### src/rtl/vga_timing_gen.sv
// vga_timing_gen: free-running VGA raster timing generator.
//
// Produces the beam position, sync pulses, display-area and line/frame strobes, and a
// look-ahead fetch position LOOKAHEAD pixels ahead in raster order. Pixel sources with an
// L = LOOKAHEAD cycle pipeline sample fetch_x/fetch_y so that their output lines up with
// counter_x/counter_y.
//
// Ports:
//   clk              pixel clock
//   rst              synchronous, active-high reset
//   hsync_out        horizontal sync, active at HSYNC_POL
//   vsync_out        vertical sync, active at VSYNC_POL (line based)
//   counter_x/y      current beam column / line
//   in_display_area  beam inside the visible area
//   line_start       high when counter_x == 0
//   frame_start      high when counter_x == 0 and counter_y == 0
//   fetch_x/y        look-ahead position
//   fetch_valid      look-ahead position inside the visible area
//
// All outputs are registered; flags are derived from the next-state counters so they
// always describe the position shown on the same cycle.

module vga_timing_gen #(
  parameter int unsigned H_VISIBLE = 640,
  parameter int unsigned H_FRONT   = 16,
  parameter int unsigned H_SYNC    = 96,
  parameter int unsigned H_BACK    = 48,
  parameter int unsigned V_VISIBLE = 480,
  parameter int unsigned V_FRONT   = 10,
  parameter int unsigned V_SYNC    = 2,
  parameter int unsigned V_BACK    = 33,
  parameter bit          HSYNC_POL = 1'b0,
  parameter bit          VSYNC_POL = 1'b0,
  parameter int unsigned LOOKAHEAD = 2,
  parameter int unsigned CW        = 10
) (
  input  logic          clk,
  input  logic          rst,
  output logic          hsync_out,
  output logic          vsync_out,
  output logic [CW-1:0] counter_x,
  output logic [CW-1:0] counter_y,
  output logic          in_display_area,
  output logic          line_start,
  output logic          frame_start,
  output logic [CW-1:0] fetch_x,
  output logic [CW-1:0] fetch_y,
  output logic          fetch_valid
);

  localparam int unsigned H_TOTAL    = H_VISIBLE + H_FRONT + H_SYNC + H_BACK;
  localparam int unsigned V_TOTAL    = V_VISIBLE + V_FRONT + V_SYNC + V_BACK;
  localparam int unsigned H_SYNC_BEG = H_VISIBLE + H_FRONT;
  localparam int unsigned H_SYNC_END = H_SYNC_BEG + H_SYNC;
  localparam int unsigned V_SYNC_BEG = V_VISIBLE + V_FRONT;
  localparam int unsigned V_SYNC_END = V_SYNC_BEG + V_SYNC;

  localparam logic [CW-1:0] H_LAST      = CW'(H_TOTAL - 1);
  localparam logic [CW-1:0] V_LAST      = CW'(V_TOTAL - 1);
  localparam logic [CW-1:0] FETCH_START = CW'(LOOKAHEAD);
  localparam logic [CW-1:0] ONE         = CW'(1);

  // Low while in reset; the first cycle it is low is the START cycle.
  logic running_q;

  logic [CW-1:0] cx_d, cy_d, fx_d, fy_d;
  logic [31:0]   cx_w, cy_w, fx_w, fy_w;
  logic          hs_act, vs_act, de_d, fv_d;

  // Next-state positions. Out of reset (START) the beam restarts at (0,0) and the fetch
  // position at (LOOKAHEAD,0); LOOKAHEAD < H_TOTAL so the fetch start stays on line 0.
  always_comb begin
    cx_d = '0;
    cy_d = '0;
    fx_d = FETCH_START;
    fy_d = '0;
    if (running_q) begin
      if (counter_x == H_LAST) begin
        cx_d = '0;
        cy_d = (counter_y == V_LAST) ? '0 : counter_y + ONE;
      end else begin
        cx_d = counter_x + ONE;
        cy_d = counter_y;
      end
      if (fetch_x == H_LAST) begin
        fx_d = '0;
        fy_d = (fetch_y == V_LAST) ? '0 : fetch_y + ONE;
      end else begin
        fx_d = fetch_x + ONE;
        fy_d = fetch_y;
      end
    end
  end

  // Compare in 32 bits so sync end points equal to the total still fit.
  always_comb begin
    cx_w   = 32'(cx_d);
    cy_w   = 32'(cy_d);
    fx_w   = 32'(fx_d);
    fy_w   = 32'(fy_d);
    hs_act = (cx_w >= H_SYNC_BEG) && (cx_w < H_SYNC_END);
    vs_act = (cy_w >= V_SYNC_BEG) && (cy_w < V_SYNC_END);
    de_d   = (cx_w < H_VISIBLE) && (cy_w < V_VISIBLE);
    fv_d   = (fx_w < H_VISIBLE) && (fy_w < V_VISIBLE);
  end

  always_ff @(posedge clk) begin
    if (rst) begin
      running_q       <= 1'b0;
      counter_x       <= '0;
      counter_y       <= '0;
      fetch_x         <= '0;
      fetch_y         <= '0;
      hsync_out       <= ~HSYNC_POL;
      vsync_out       <= ~VSYNC_POL;
      in_display_area <= 1'b0;
      line_start      <= 1'b0;
      frame_start     <= 1'b0;
      fetch_valid     <= 1'b0;
    end else begin
      running_q       <= 1'b1;
      counter_x       <= cx_d;
      counter_y       <= cy_d;
      fetch_x         <= fx_d;
      fetch_y         <= fy_d;
      hsync_out       <= hs_act ? HSYNC_POL : ~HSYNC_POL;
      vsync_out       <= vs_act ? VSYNC_POL : ~VSYNC_POL;
      in_display_area <= de_d;
      line_start      <= (cx_d == '0);
      frame_start     <= (cx_d == '0) && (cy_d == '0);
      fetch_valid     <= fv_d;
    end
  end

endmodule

### config.mk
export PLATFORM = sky130hd
export DESIGN_NAME = vga_timing_gen
export DESIGN_NICKNAME = d
export VERILOG_FILES = /design/src/rtl/vga_timing_gen.sv
export SDC_FILE = /design/constraint.sdc
export NUM_CORES = 1
export LEC_CHECK = 0
export CORE_ASPECT_RATIO = 1.5
export CORE_MARGIN = 2
export CORE_UTILIZATION = 55
export CTS_CLUSTER_DIAMETER = 50
export CTS_CLUSTER_SIZE = 28
export DETAILED_ROUTE_END_ITERATION = 8
export DONT_BUFFER_PORTS = 1
export HOLD_SLACK_MARGIN = 0.05
export PLACE_DENSITY = 0.68
export SYNTH_ARGS = -nofsm -noshare
export SYNTH_HDL_FRONTEND = slang
export SYNTH_SLANG_ARGS = --single-unit
### constraint.sdc
create_clock -name clk -period 2.9 [get_ports clk]
set_input_delay 0.29 -clock clk [delete_from_list [all_inputs] [get_ports clk]]
set_output_delay 0.29 -clock clk [all_outputs]
set_load 0.005 [all_outputs]
### Word level (Yosys, flattened, before mapping)

Cells that the tools add are included.
Widths: inputs -> output; s select.

| cells by class | value |
|---|---|
| $add $sub $neg | 4 |
| multipliers | 0 |
| divide/modulo/power cells | 0 |
| magnitude comparators | 8 |
| equality and inequality tests | 4 |
| shift-type cells | 0 |
| multiplexer cells | 13 |
| bitwise logic cells | 0 |
| reduce and logical (&&, ||, !) cells | 7 |

Operator list:

| cell | number |
|---|---|
| $mux 10 | 10 |
| $add 10x1->10 const B | 4 |
| $eq 10x10->1 const B | 4 |
| $lt 10x10->1 const B | 3 |
| $lt 10x9->1 const B | 3 |
| $logic_not 10->1 | 2 |
| $ge 10x10->1 const B | 1 |
| $ge 10x9->1 const B | 1 |
| $logic_and 1x1->1 | 5 |
| $mux 1 | 3 |

| storage, ports and cells | value |
|---|---|
| register bits | 47 |
| bits in latches | 0 |
| RAM bits | 0 |
| memory bits (read-only) | 0 |
| input bits | 2 |
| output and inout port bits | 46 |
| word-level logic and storage cells | 47 |
| memories kept | 0 |

### Logic depth before layout (Yosys ltp)

Gate-level depths: netlist (run 1).

| depth | value |
|---|---|
| word-level depth | 7 |
| depth in mapped cells | 9 |
| gate-level depth less buffers | 8 |

### Worst setup path after synthesis (run 1)

No wires, ideal clock.

| path | value |
|---|---|
| path kind | register to register |
| from | register fetch_x[0] |
| to | register fetch_valid |
| data arrival time | 2000 ps |
| required time | 2808 ps |
| path slack | 807 ps |
| stages on the path, launching flop included | 9 |
| path buffers | 1 |
| clock period less this slack | 2093 ps |
| cells stage by stage | dfxtp_1 > ha_1 > nand4_1 > or3_1 > buf_2 > nor4_4 > xnor2_1 > nor3_2 > o32ai_1 |

| on the way | value |
|---|---|
| longest elaborated chain between the ends | 5 |

RTL lines:

| element | line | source |
|---|---|---|
| start: declaration | 46 | `output logic [CW-1:0] fetch_x,` |
| start signal: assignment | 112 | `fetch_x <= '0;` |
| start signal: assignment | 124 | `fetch_x <= fx_d;` |
| $add 10x1->10 / $eq 10x10->1 (equally long branches) | 89, 85 |  |
| $mux 10 | 85 | `if (fetch_x == H_LAST) begin` |
| $mux 10 | 77 | `if (running_q) begin` |
| $lt 10x10->1 / $lt 10x9->1 (equally long branches) | 104 | `fv_d = (fx_w < H_VISIBLE) && (fy_w < V_VISIBLE);` |
| $logic_and 1x1->1 * | 104 |  |
| end signal: assignment | 131 | `fetch_valid <= fv_d;` |
| end: declaration | 48 | `output logic fetch_valid` |

Mark *: on every way between the ends. The rest lies on a longest branch, timed or not.
A chain may end at the register's enable or synchronous reset.

### Worst setup path in the final report (run 1)

Ends and elaborated chain as after synthesis.

==> out/metrics.yaml, run 1 <==
run_status:
  status: "finished clean"
power:
  p_per_area_nw_per_um2: 424.4
  p_leak_nw: 0.8453
  max-vdd-ir-drop_mv: 0.3431
  seqPwrFrac: 0.607
  clock_power_share: 0.368
  intPower_w: 0.0008491
  power_frac_comb: 0.025
  swShare: 0.2222
  switchingPower_w: 0.0002426
floorplanning:
  design.portCount: 48
  fp.dieH_um: 86.61
  rows: 30
  start_util: 0.5602
  core_um2: 4467
  die_w_um: 59.08
  dieArea_um2: 5116
worst_setup_path:
  critPathRequiredTime_ns: 3.11
  cp.arrival_ns: 2.56
  crit_path_start: "fetch_x[0]"
  critPathCaptureType: "flop"
  slowest_delay_ns: 0.57
  r2r_slack_ns: 0.56
  path_class: "flop to flop"
  r2r-start: "fetch_x[0]"
  crit_slowest_cell: "or3_1"
  r2r_end: "fetch_valid"
  cp_cell_sequence: "ha_1 -> nand4_1 -> or3_1 -> nor4_4 -> xnor2_1 -> nor3_2 -> o32ai_1"
  cp_max_fo: 7
  critPathLaunchType: "flop"
  endpoint: "fetch_valid"
  reg2reg_depth: 7
timing:
  drv_slew: 0
  clock_skew_ns: 0.01044
  max_freq_mhz: 427.2
  fin_ws_ns: 0.5590
  fin_crit_sh: 0.8072
  finalSetupTns_ns: 0
  tightest_slew_ns: 0.5992
  setup_viol: 0
  rsz0062_at_grt: "no"
  finalHoldViolations: 0
  slew_headroom: 0.5978
  finalCriticalPeriod_ns: 2.341
route:
  drc: 0
  num_vias: 2024
  drt-total-wl_um: 5322
  wl_per_cell_um: 15.98
  drt-pass1-iter-count: 4
  ant_nets: 0
  vias_per_cell: 6.078
  drtIter0Drc: 125
cells_and_area:
  diodes: 0
  layout-drive-gt1-share: 0.08070
  fin_area_um2: 2572
  syn_to_final_growth_pct: 2.800
  fillers: 413
  nNetsFinal: 293
clock_network:
  clkLatencyLatePin_ns: 0.30
  htreeDepth: 2
  cts_setup_buffers: 0
  clk_path_buf_depth: 2
  cts.sinks: 47
  cts-hold-fix-buffers: 0
  tritoncts: "built"
  cts_buffers: 5
  clock-root-buffer: "clkbuf_8"
  clk_pin_slew_worst_paths_ns: 0.09
  post_cts_resized: 0
synthesis:
  ys_seq_elements: 47
  synthFlopType: "dfxtp_1"
  synth_cells: 293
  synthTopCellsByArea: "dfxtp_1, xnor2_1, nor2_1"
  async_flop_share: 0
  synth_nets: 301
  syn-cell-area_um2: 2502
  yosysWarningCount: 0
  syn_area_per_cell_um2: 8.541
  ys_types: 54
  synth_compound_area_frac: 0.09050
  synth_edf_count: 0
  synth_top_area_share: 0.3760
  synthXorXnorAreaFrac: 0.1260
  synth_mux_area_frac: 0.004000
  yosys.area_share.simple: 0.3260
  synth_top_family_by_area: "simple AND/OR/NAND/NOR gates"
  seq_area_frac_synth: 0.3760
  synthAdderAreaFrac: 0.03000
  yosys.area.top_type: "dfxtp_1"
place:
  hpwl_um: 3939
  gp_congestion: 0.7893
  io_buffers: 0
  pre_cts_ws_ns: 0.5649
  dpl-instance-area_um2: 2485
global_route:
  first_global_vias: 1961
  track_usage: 0.2213
  grt_max_degree: 15
  antenna_found_initial: 0
  grt_pass1_wl_um: 8832
  grt_overflow: 0
worst_hold_path:
  worstHoldStart: "rst"
  hold_path_depth: 1
  worstHoldPathType: "input port to flop"
flow_run:
  maxCapViolCount: 0
## per-stage QoR
| stage | util | total power (W) | hold slack (ns) | std cells |
|---|---|---|---|---|
| after floorplan | - | 0.0006961 | 0.3586 | 293 |
| after global placement | 0.5563 | 0.0007058 | 0.3723 | 326 |
| after detailed placement | 0.5563 | 0.0007061 | 0.3720 | 326 |
| after CTS | 0.5759 | 0.001106 | 0.05052 | 333 |
| after global routing | 0.5759 | 0.001129 | 0.05329 | 333 |
| final | 0.5759 | 0.001092 | 0.05686 | 333 |
## how the worst min path moves through the flow
stage / endpoint / slack [ns]
floorplan: line_start / 0.36
global placement: line_start / 0.37
detailed placement: line_start / 0.37
CTS: line_start / 0.05
global route: line_start / 0.05
finish: line_start / 0.06
## power groups by stage
| stage | logic, W | clock network, W | registers, W |
|---|---|---|---|
| final | 0.0000269 | 0.000402 | 0.000663 |
| after floorplan | 0.0000225 | 0 | 0.000674 |
| after CTS | 0.0000278 | 0.000415 | 0.000663 |
| after global placement | 0.0000281 | 0 | 0.000678 |
| after detailed placement | 0.0000277 | 0 | 0.000678 |
| after global routing | 0.0000322 | 0.000433 | 0.000664 |
## cells in the mapped netlist, types with 2 or more instances
cell type,number
or4_1,2
or3_1,6
nand4bb_1,2
nand3_1,16
nor3b_1,2
and4_1,2
a31oi_1,3
o211ai_1,6
xnor2_1,19
nor2b_1,2
nand4_1,11
and3_1,7
nor4_2,2
a21oi_1,9
xor2_1,17
clkbuf_1,8
o21ai_0,5
dfxtp_1,47
nand2_1,26
inv_1,9
nor2_1,40
buf_6,2
nor4_1,2
ha_1,6
nor3_1,5
nor3_2,5
buf_2,5
## sequential cells by signal, summed over array words and instances, names as in the netlist
name,cells
vsync_out,1
fetch_y,10
fetch_valid,1
hsync_out,1
in_display_area,1
counter_y,10
running_q,1
line_start,1
fetch_x,10
frame_start,1
counter_x,10
## logic make-up after synthesis
logic type,after synthesis
simple gates,144
flops,47
xor+xnor,36
compound gates,34
buf+inv,25
fa+ha+maj,6
mux,1
## routing by layer
layer  global-route usage  share of wire  vias to the layer above
li1                     -              -                     1011
met1               0.2425           0.41                      932
met2               0.3859           0.51                       71
met3              0.06567          0.056                       10
met4              0.09504          0.018                        0
met5                    0              0                        -
## placed cells by master (no fill, tap or decap), drive strengths merged, types with 3 or more instances in the layout
cell type | netlist | layout
xor2 | 17 | 17
nor3 | 10 | 10
xnor2 | 19 | 19
o21ai | 6 | 6
nor4 | 5 | 5
and3 | 7 | 7
ha | 6 | 6
or3 | 7 | 7
clkbuf | 8 | 6
nand3 | 16 | 16
nand4 | 12 | 12
a31oi | 3 | 3
nor2 | 40 | 40
a21oi | 9 | 9
nand2 | 27 | 27
inv | 9 | 9
dfxtp | 47 | 47
o211ai | 6 | 6
## final cells by class
| type | instances | area [um2] | share of cell area |
|---|---|---|---|
| Sequential cell | 47 | 940.9 | 0.3658 |
| Clock buffer | 6 | 82.58 | 0.03210 |
| Tap cell | 48 | 60.06 | 0.02335 |
| Inverter | 9 | 33.78 | 0.01313 |
| Multi-Input combinational cell | 221 | 1443 | 0.5608 |
| Timing Repair Buffer | 1 | 7.507 | 0.002918 |
| Clock inverter | 1 | 5.005 | 0.001946 |
## critical path: cells and delay by family, from the launching register on
family                     cells  cell delay (ns)
DFF                            1             0.43
and+or+nand+nor                4             1.15
xor gates and xnor gates       1             0.19
AOI/OAI and AO/OA              1             0.26
adders and majority gates      1             0.23
(Power assumes the default switching activity.)
==> run 2, diff against run 1 <==
clock period = 2.32 ns   (was 2.9 ns; I/O delays follow)
==> run 2 against run 1 <==
Setup slack worse by 0.41 ns. Non-clock buffer count is 29 higher. Sequential power is 24% higher. Global-route usage is 1.8 points higher. Clock-buffer cell count is 1 higher. Routed wire length is 6.2% higher. Core utilization is 5.1 points higher. Critical path type unchanged. Critical endpoint is now frame_start. Highest routed layer unchanged.
==> out/metrics.yaml, run 2 (same netlist as run 1, synthesis figures left out) <==
run_status:
  status: "finished clean"
place:
  pre_cts_ws_ns: 0.1097  # -0.4552 ns
  gp_congestion: 0.8500  # +7.7%
  io_buffers: 0  # unchanged
  hpwl_um: 4308  # +9.4%
  dpl-instance-area_um2: 2688  # +8.2%
global_route:
  grt_max_degree: 14  # -1
  track_usage: 0.2394  # +0.01807
  grt_overflow: 0  # unchanged
  antenna_found_initial: 0  # unchanged
  first_global_vias: 2153  # +9.8%
  grt_pass1_wl_um: 9708  # +9.9%
cells_and_area:
  layout-drive-gt1-share: 0.1587  # +0.07803
  fillers: 396  # -4.1%
  fin_util: 0.6272  # +0.05126
  syn_to_final_growth_pct: 11.95
  register_area_um2: 940.9  # unchanged
  final_common_cell: "dfxtp_1"
  fin_area_um2: 2801  # +8.9%
  nNetsFinal: 322  # +9.9%
  multi_input_area_um2: 1458  # +1.0%
  diodes: 0  # unchanged
  most-common-layout-cells: "dfxtp_1, nor2_1, buf_4"
worst_setup_path:
  r2r-start: "counter_x[0]"
  slowest_delay_ns: 0.42  # -0.15 ns
  endpoint: "frame_start"
  path_class: "flop to flop"
  r2r_end: "frame_start"
  critPathRequiredTime_ns: 2.53  # -0.58 ns
  critPathCaptureType: "flop"
  reg2reg_depth: 8  # +1
  cp_cell_sequence: "ha_1 -> buf_4 -> and3_1 -> or4_1 -> o211ai_1 -> a31oi_1 -> a211oi_2 -> nor4b_4"
  r2r_slack_ns: 0.15  # -0.41 ns
  critPathLaunchType: "flop"
  cp_max_fo: 8  # +1
  cp.arrival_ns: 2.38  # -0.18 ns
  crit_slowest_cell: "or4_1"
  crit_path_start: "counter_x[0]"
timing:
  fin_ws_ns: 0.1522  # -0.4067 ns
  drv_slew: 0  # unchanged
  clock_skew_ns: 0.004431  # -0.006009 ns
  finalHoldViolations: 0  # unchanged
  fin_crit_sh: 0.9344  # +0.1271
  slew_headroom: 0.7204  # +0.1225
  tightest_slew_ns: 0.4165  # -0.1828 ns
  setup_viol: 0  # unchanged
  finalSetupTns_ns: 0  # unchanged
  max_freq_mhz: 461.3  # +8.0%
  fin_hold_ws_ns: 0.2689  # +0.2120 ns
  finalCriticalPeriod_ns: 2.168  # -0.1733 ns
  rsz0062_at_grt: "no"
power:
  swShare: 0.2235  # +0.001217
  switchingPower_w: 0.0003023  # +25%
  p_leak_nw: 0.9955  # +18%
  power_frac_comb: 0.041  # +0.016
  p_per_area_nw_per_um2: 482.9  # +14%
  max-vdd-ir-drop_mv: 0.5092  # +48%
  intPower_w: 0.001050  # +24%
  clock_power_share: 0.352  # -0.016
  seqPwrFrac: 0.608  # about the same
route:
  ant_nets: 0  # unchanged
  drc: 0  # unchanged
  drtIter0Drc: 85  # -32%
  vias_per_cell: 5.898  # -3.0%
  drt-pass1-iter-count: 4  # unchanged
  wl_per_cell_um: 15.57  # -2.6%
  drt-total-wl_um: 5653  # +6.2%
  num_vias: 2141  # +5.8%
worst_hold_path:
  worstHoldPathType: "input port to flop"
  worstHoldStart: "rst"
clock_network:
  clk_pin_slew_worst_paths_ns: 0.08  # about the same
  cts_buffers: 5  # unchanged
  clock-root-buffer: "clkbuf_8"
  htreeDepth: 2  # unchanged
  clk_path_buf_depth: 2  # unchanged
  tritoncts: "built"
  cts.sinks: 47  # unchanged
  clkLatencyLatePin_ns: 0.29  # about the same
floorplanning:
  fp.dieH_um: 86.61  # unchanged
  dieArea_um2: 5116  # unchanged
  rows: 30  # unchanged
  start_util: 0.5602  # unchanged
  core_um2: 4467  # unchanged
  design.portCount: 48  # unchanged
  die_w_um: 59.08  # unchanged
flow_run:
  maxCapViolCount: 0  # unchanged
-- run 2: cell count changes in the layout (fill, tap and decap cells not counted) --
cell           before  now
dlygate4sd3_1       0    1
clkbuf_1            0    2
buf_4               1   29
nor4b_2             1    0
nor3_4              0    1
nor3_2              5    4
nor4b_4             0    1
clkbuf_8            6    5
-- run 2: cell type report --
cell class | instances | share of cell area
multi-input cells | 221 | 0.5203
inverters | 9 | 0.01206
well taps | 48 | 0.02144
repair buffers | 30 | 0.08129
flip-flops and latches | 47 | 0.3359
clock inverters | 1 | 0.001787
clock buffers | 7 | 0.02724
-- run 2: per-layer routing --
layer,track usage,vias up,share of wire
li1,-,1067,-
met1,0.2647,1009,0.41
met2,0.4333,58,0.53
met3,0.05970,7,0.043
met4,0.08058,0,0.016
met5,0,-,0
-- run 2: how the worst min path moves through the flow --
stage	cells after the start	to
after CTS	3	counter_x[6]
after global routing	3	counter_y[5]
after global placement	1	fetch_x[1]
after floorplan	1	line_start
after detailed placement	1	line_start
final	3	counter_x[6]
-- run 2: repair_timing --
action,4_1_cts,5_1_grt
hold buffers,1,0
buffers inserted,0,1
endpoints found under the setup margin,0,1
hold endpoints to repair,4,0
gates resized for setup,0,2
-- run 2: stage by stage --
stage | power, W | instances
final | 0.001353 | 363
after global routing | 0.001409 | 363
after CTS | 0.001373 | 362
after detailed placement | 0.0008916 | 353
after global placement | 0.0008914 | 353
after floorplan | 0.0008701 | 293
-- run 2: worst max-delay path, delay by kind of cell (launching register included) --
| family | cells | cell delay (ns) |
|---|---|---|
| fa+ha+maj | 1 | 0.22 |
| flops | 1 | 0.32 |
| compound gates | 3 | 0.48 |
| simple gates | 3 | 0.90 |
| buf+inv | 1 | 0.17 |
-- run 2: power groups by stage --
stage          Clock, W  Sequential [W]  Combinational [W]
4_1_cts        0.000497        0.000822          0.0000529
3_3_place_gp          0        0.000841          0.0000501
3_5_place_dp          0        0.000841          0.0000503
5_1_grt        0.000524        0.000823          0.0000615
6_report       0.000476        0.000822          0.0000548
2_1_floorplan         0        0.000842          0.0000281
